File: src/rtl/packet_rx_pkg.sv
// Shared frame constants and state encoding for the packet transmitter and receiver.
package packet_rx_pkg;
    localparam int         PKT_DATA_WIDTH = 54;
    localparam int         NBYTES         = 8;
    localparam int         DATA_BYTES     = NBYTES - 2;
    localparam logic       START_BIT      = 1'b1;
    localparam logic [7:0] STOP_BYTE      = 8'h00;

    typedef enum logic [1:0] {
        ST_IDLE = 2'd0,
        ST_DATA = 2'd1,
        ST_STOP = 2'd2
    } rx_state_e;
endpackage

File: src/rtl/packet_rx_parity.sv
// Even-parity generator shared with the transmitter: XOR of every payload bit.
module packet_rx_parity #(
    parameter int DATA_WIDTH = 54
) (
    input  logic [DATA_WIDTH-1:0] data,
    output logic                  parity
);
    assign parity = ^data;
endmodule

File: src/rtl/packet_rx.sv
// Byte-serial 8-byte frame receiver: start/parity byte, six payload bytes, stop byte.
module packet_rx
    import packet_rx_pkg::*;
#(
    parameter int DATA_WIDTH = PKT_DATA_WIDTH
) (
    input  logic                  clk,
    input  logic                  rst,
    input  logic                  en,
    input  logic [7:0]            di,
    output logic [DATA_WIDTH-1:0] data_o,
    output logic                  valid_o,
    output logic                  parity_err_o,
    output logic                  frame_err_o
);
    generate
        if (DATA_WIDTH != PKT_DATA_WIDTH) begin : g_width_chk
            $error("packet_rx: only DATA_WIDTH=54 is supported");
        end
    endgenerate

    rx_state_e             state, state_n;
    logic [2:0]            cnt, cnt_n;
    logic [DATA_WIDTH-1:0] payload, payload_n;
    logic                  par_bit, par_bit_n;
    logic                  par_calc;
    logic                  ok_n, perr_n, ferr_n;

    packet_rx_parity #(.DATA_WIDTH(DATA_WIDTH)) u_parity (
        .data   (payload),
        .parity (par_calc)
    );

    always_comb begin
        state_n   = state;
        cnt_n     = cnt;
        payload_n = payload;
        par_bit_n = par_bit;
        ok_n      = 1'b0;
        perr_n    = 1'b0;
        ferr_n    = 1'b0;
        case (state)
            ST_IDLE: begin
                if (en && di[7] == START_BIT) begin
                    par_bit_n = di[6];
                    payload_n = {{(DATA_WIDTH-6){1'b0}}, di[5:0]};
                    cnt_n     = '0;
                    state_n   = ST_DATA;
                end
            end
            ST_DATA: begin
                if (en) begin
                    payload_n = {payload[DATA_WIDTH-9:0], di};
                    cnt_n     = cnt + 3'd1;
                    if (cnt == 3'(DATA_BYTES - 1))
                        state_n = ST_STOP;
                end else begin
                    ferr_n    = 1'b1;
                    payload_n = '0;
                    state_n   = ST_IDLE;
                end
            end
            ST_STOP: begin
                if (!en) begin
                    ferr_n    = 1'b1;
                    payload_n = '0;
                    state_n   = ST_IDLE;
                end else if (di == STOP_BYTE) begin
                    // data_o is loaded from the current payload, so clearing the next one is safe
                    if (par_bit == par_calc) ok_n = 1'b1;
                    else                     perr_n = 1'b1;
                    payload_n = '0;
                    state_n   = ST_IDLE;
                end else begin
                    ferr_n = 1'b1;
                    if (di[7] == START_BIT) begin
                        par_bit_n = di[6];
                        payload_n = {{(DATA_WIDTH-6){1'b0}}, di[5:0]};
                        cnt_n     = '0;
                        state_n   = ST_DATA;
                    end else begin
                        payload_n = '0;
                        state_n   = ST_IDLE;
                    end
                end
            end
            default: state_n = ST_IDLE;
        endcase
    end

    always_ff @(posedge clk or posedge rst) begin
        if (rst) begin
            state        <= ST_IDLE;
            cnt          <= '0;
            payload      <= '0;
            par_bit      <= 1'b0;
            data_o       <= '0;
            valid_o      <= 1'b0;
            parity_err_o <= 1'b0;
            frame_err_o  <= 1'b0;
        end else begin
            state        <= state_n;
            cnt          <= cnt_n;
            payload      <= payload_n;
            par_bit      <= par_bit_n;
            valid_o      <= ok_n;
            parity_err_o <= perr_n;
            frame_err_o  <= ferr_n;
            if (ok_n) data_o <= payload;
        end
    end
endmodule

File: config.mk
export PLATFORM = sky130hd
export DESIGN_NAME = packet_rx
export DESIGN_NICKNAME = d
export VERILOG_FILES = /design/src/rtl/packet_rx_pkg.sv /design/src/rtl/packet_rx_parity.sv /design/src/rtl/packet_rx.sv
export SDC_FILE = /design/constraint.sdc
export NUM_CORES = 1
export LEC_CHECK = 0
export ABC_AREA = 1
export CAP_MARGIN = 20
export CORE_MARGIN = 2
export CORE_UTILIZATION = 50
export DETAILED_ROUTE_END_ITERATION = 7
export PLACE_DENSITY = 0.72
export SYNTH_ARGS = -nofsm -noshare
export SYNTH_HDL_FRONTEND = slang
export SYNTH_SLANG_ARGS = --single-unit
File: constraint.sdc
create_clock -name clk -period 7 [get_ports clk]
set_clock_uncertainty 0.15 [all_clocks]
set_input_delay 2.1 -clock clk [delete_from_list [all_inputs] [get_ports clk]]
set_output_delay 2.1 -clock clk [all_outputs]
set_load 0.03 [all_outputs]
* Word-level counts from Yosys, hierarchy flattened
Cells that the tools add are included.
** Storage, ports and cells
- Input bits :: 11
- Output and inout bits :: 57
- Bits in registers :: 117
- Word-level logic and storage cells :: 65
** Operators by class
- Reduce and logical (&&, ||, !) cells :: 10
- Mux-type cells :: 36
- Add/sub/neg operators :: 1
- Equality and inequality tests :: 10
** Operators with widths (count)
- 54-bit case mux with 3 select lines :: 1
- 54-bit two-way mux :: 2
- 54-bit XOR reduction :: 1
- 1-bit two-way mux :: 18
- 6-bit two-way mux :: 3
- 3-bit two-way mux :: 5
- 2-bit != test, second input constant :: 5
- 3-bit case mux with 3 select lines :: 1
- 8-bit zero test :: 1
- 2-bit two-way mux :: 3
- 2-bit case mux with 3 select lines :: 1
- 6-bit AND reduction :: 1
- 5-bit AND reduction :: 1
- 1-bit case mux with 2 select lines :: 2
- 2-bit AND reduction :: 2
- 3-bit by 1-bit adder with 3-bit output, second input constant :: 1
- 3-bit equality test, second input constant :: 1
- 3-bit != test, second input constant :: 1
- 3-bit nonzero test :: 1
- 2-bit by 1-bit equality test with 1-bit output, second input constant :: 1
- 2-bit equality test, second input constant :: 1
- 2-bit zero test :: 1
- 2-bit nonzero test :: 1
- 1-bit equality test :: 1
- 1-bit logical AND :: 1

* Depth between registers and ports, before layout
- Depth in word-level cells :: 6
- Gate-level depth with buffers :: 19
- Depth with buffers taken out :: 18

* By module
A second synthesis with hierarchy kept.
** Unflattened totals
- Cell total of the unflattened synthesis :: 879
- Area total of the unflattened synthesis :: 6353.6 um^2
** Modules (own cells, without submodules)
- packet_rx :: cells each 550, instances 1, area each 5004.8 um^2
- packet_rx_parity :: cells each 329, instances 1, area each 1348.8 um^2

* Least setup slack after synthesis
No wires, ideal clock.
- Path kind :: input port to flip-flop
- Start point :: in di[3]
- End point :: reg data_o[10]
- Setup slack :: 3.565 ns
- Path buffers :: 1
- Data arrival time :: 3.219 ns
- Stages on the path :: 7
- Cell sequence :: nor4_1 -> and3_1 -> nand3_1 -> inv_2 -> buf_1 -> nand4_1 -> nand2_1
** On the way
- Word-level cells in the longest chain between the ends :: 4
** Ends and longest elaborated chain
- start, declared :: RTL line packet_rx.sv:10 : input logic [7:0] di,
- 8-bit zero test :: RTL line packet_rx.sv:68 : end else if (di == STOP_BYTE) begin
- 1-bit two-way mux :: RTL line packet_rx.sv:68
- 1-bit two-way mux :: RTL line packet_rx.sv:64 : if (!en) begin
- 1-bit two-way mux :: RTL line packet_rx.sv:42 : case (state)
- end signal, assigned :: RTL line packet_rx.sv:109 : if (ok_n) data_o <= payload;
- end, declared :: RTL line packet_rx.sv:11 : output logic [DATA_WIDTH-1:0] data_o,
No other way between the ends.
A chain may end at the register's enable or synchronous reset.

* Worst setup path after layout
- Start point :: in di[3]
- End point :: reg data_o[33]
Same word-level chain as after synthesis.

==> impl_metrics.ini <==
[run_status]
status = completed

[timing]
setup_viol = 0
tns_ps = 0
max_freq_mhz = 211
setup_ws_ps = 2260
worst_pin_slew_ps = 1040
drv_slew = 0
slew_headroom_pct = 30.6
period_minus_slack_ps = 4740
fin_hold_ws_ps = 318
rsz0062_at_grt = no
fin_crit_sh_pct = 67.7
hold_viol_final = 0

[synth]
netlist_instances = 745
synthesis.area_um2 = 6050
synthAdderAreaFrac_pct = 1.24
synth_compound_area_share_pct = 2.15
ys_seq_elements = 117
muxShareOfSynthArea_pct = 0.165
async_reset_ff_share_pct = 100
seq_area_frac_synth_pct = 48.4
synth.avg_cell_area_um2 = 8.12
yosys.area_share.simple_pct = 34.5
ys_warn_count = 0
synthXorXnorAreaFrac_pct = 5.79
synthFlopType = dfrtp_1
synth_fp_nets = 762
synth_edf_count = 0
post_synth_num_cell_types = 29
synth_top_family_by_area = simple AND/OR/NAND/NOR gates

[clock_network]
cts_hold_buf = 0
cts_made_buffers = 17
cts_resized = 0
clock_path_buffers = 2
ctsHtreeMaxLevel = 4
clock_sinks = 117
cts_tree = built
clk_pin_slew_worst_paths_ps = 50
cts_setup_buffers = 0
clk_latency_ps = 420
cts_root_buf = clkbuf_16

[layout]
multi_input_area_um2 = 2660
nFillCells = 1033
n_antenna_cell = 0
syn_to_final_growth_pct = 20.6
final_util_pct = 61.2
regArea_um2 = 2930
final_cell_mix = 341 x nand2_1, 117 x dfrtp_1, 67 x clkdlybuf4s50_1
finalNetCount = 815
final_common_cell = nand2_1
drive_gt1_share_pct = 6.29

[drt]
dr.pass1.iters = 4
dr.first_iter.drc_count = 278
via_count = 5136
wl_per_cell_um = 14.3
wirelength_um = 13700
antenna_left = 0
via_per_inst = 5.36
post-route-drc-count = 0

[hold_path]
min_path_cells = 2
whs_endpoint = data_o[19]
worstHoldPathType = flop to flop
min-delay-start = data_o[19]

[floorplanning]
ios = 68
core_um2 = 11900
die_area_um2 = 13000
start_util_pct = 50.8
rows = 40
die_h_um = 114
fp.dieW_um = 114

[power]
power_density_nw_per_um2 = 356
total_power_mw = 2.60
leakage_nw = 3.93
vdd_drop_max_uv = 290

[global_routing]
met2_usage_pct = 35.4
grt_pass1_vias = 5019
gr-usage-met1_pct = 30.0
grt_use_met3_pct = 4.46
grt_max_degree = 70
grt_pass1_wl_um = 23200
grt_overflow = 0
busiest_layer = met2
grt_use_total_pct = 22.6
antenna_found_initial = 0

[critical_path]
r2r-start = payload[28]
crit_required_ps = 7150
cp_max_fo = 55
rr_worst_depth = 14
crit_start = di[3]
worst-endpoint-arrival_ps = 4890
startpoint_type = input port
r2r-end = data_o[33]
r2r_slack_ps = 3900
cp-end-kind = flop
worstSetupPathType = input port to flop

[run]
cap_violations = 0

[placed_design]
hpwl_um = 8660
portBuffers = 67
gp_congestion = 0.799
place_ws_ps = 1790
## per-layer routing
layer,vias to the layer above,share of wire [%]
li1,2505,-
met2,139,47
met5,-,0
met1,2472,46
met4,0,1.6
met3,20,5.7
## critical path, cell delays in order
cell             delay [ps]
clkdlybuf4s50_1         440
nor4_1                  270
and3_1                  210
nand3_1                 120
inv_2                   690
nand3_4                 680
nand2_1                 250
nand2_1                  70
## sequential cells by signal, indices dropped and copies added (netlist names)
| name | cells |
|---|---|
| parity_err_o | 1 |
| state | 2 |
| par_bit | 1 |
| frame_err_o | 1 |
| cnt | 3 |
| payload | 54 |
| valid_o | 1 |
| data_o | 54 |
## synth_stat cells (2+ instances only)
| library cell | count | area (um^2) |
|---|---|---|
| ha_1 | 6 | 75.1 |
| nand2_4 | 2 | 22.5 |
| o21ai_0 | 14 | 70.1 |
| nand2_2 | 5 | 31.3 |
| buf_6 | 11 | 124 |
| nand4_1 | 53 | 332 |
| xor2_1 | 19 | 166 |
| a21oi_1 | 5 | 25.0 |
| o22ai_1 | 3 | 18.8 |
| nand2_1 | 341 | 1280 |
| nand3_2 | 2 | 20.0 |
| nor2_1 | 11 | 41.3 |
| buf_1 | 4 | 15.0 |
| nand3_1 | 62 | 310 |
| inv_2 | 2 | 7.51 |
| inv_1 | 36 | 135 |
| buf_12 | 6 | 120 |
| clkbuf_1 | 14 | 52.6 |
| dfrtp_1 | 117 | 2930 |
| buf_2 | 3 | 15.0 |
| xnor2_1 | 21 | 184 |
## metrics by stage
step / instances / cell area, um^2
3_3_place_gp: 926 / 6630
5_1_grt: 958 / 7290
2_1_floorplan: 745 / 6050
3_5_place_dp: 926 / 6630
6_report: 958 / 7290
4_1_cts: 958 / 7290
## power by group
group | switching (mW) | internal (mW) | leakage, nW
Combinational | 0.650 | 0.193 | 1.99
Sequential | 0.0549 | 0.718 | 1.62
Clock | 0.297 | 0.685 | 0.321
## how the worst max path moves through the flow
stage	to	slack (ps)	cells after the start
global placement	data_o[26]	1990	8
global route	data_o[9]	1930	8
detailed placement	data_o[33]	1790	8
floorplan	cnt[0]	1650	1
CTS	data_o[33]	2200	8
finish	data_o[33]	2260	8
## kinds of logic after synthesis
logic type	count (synthesis)
compound gates	24
xor+xnor	40
fa+ha+maj	6
buf+inv	76
flops	117
mux	1
simple gates	481
## area by class of cell
type                       count  area share [%]
clock buffer                  23            6.42
clock inverter                 9            2.71
inverter                      38            1.99
multi-input combinational    552            36.5
sequential                   117            40.2
tap                          147            2.52
timing repair buffer          72            9.71
Power figures use the tool's default switching activity.
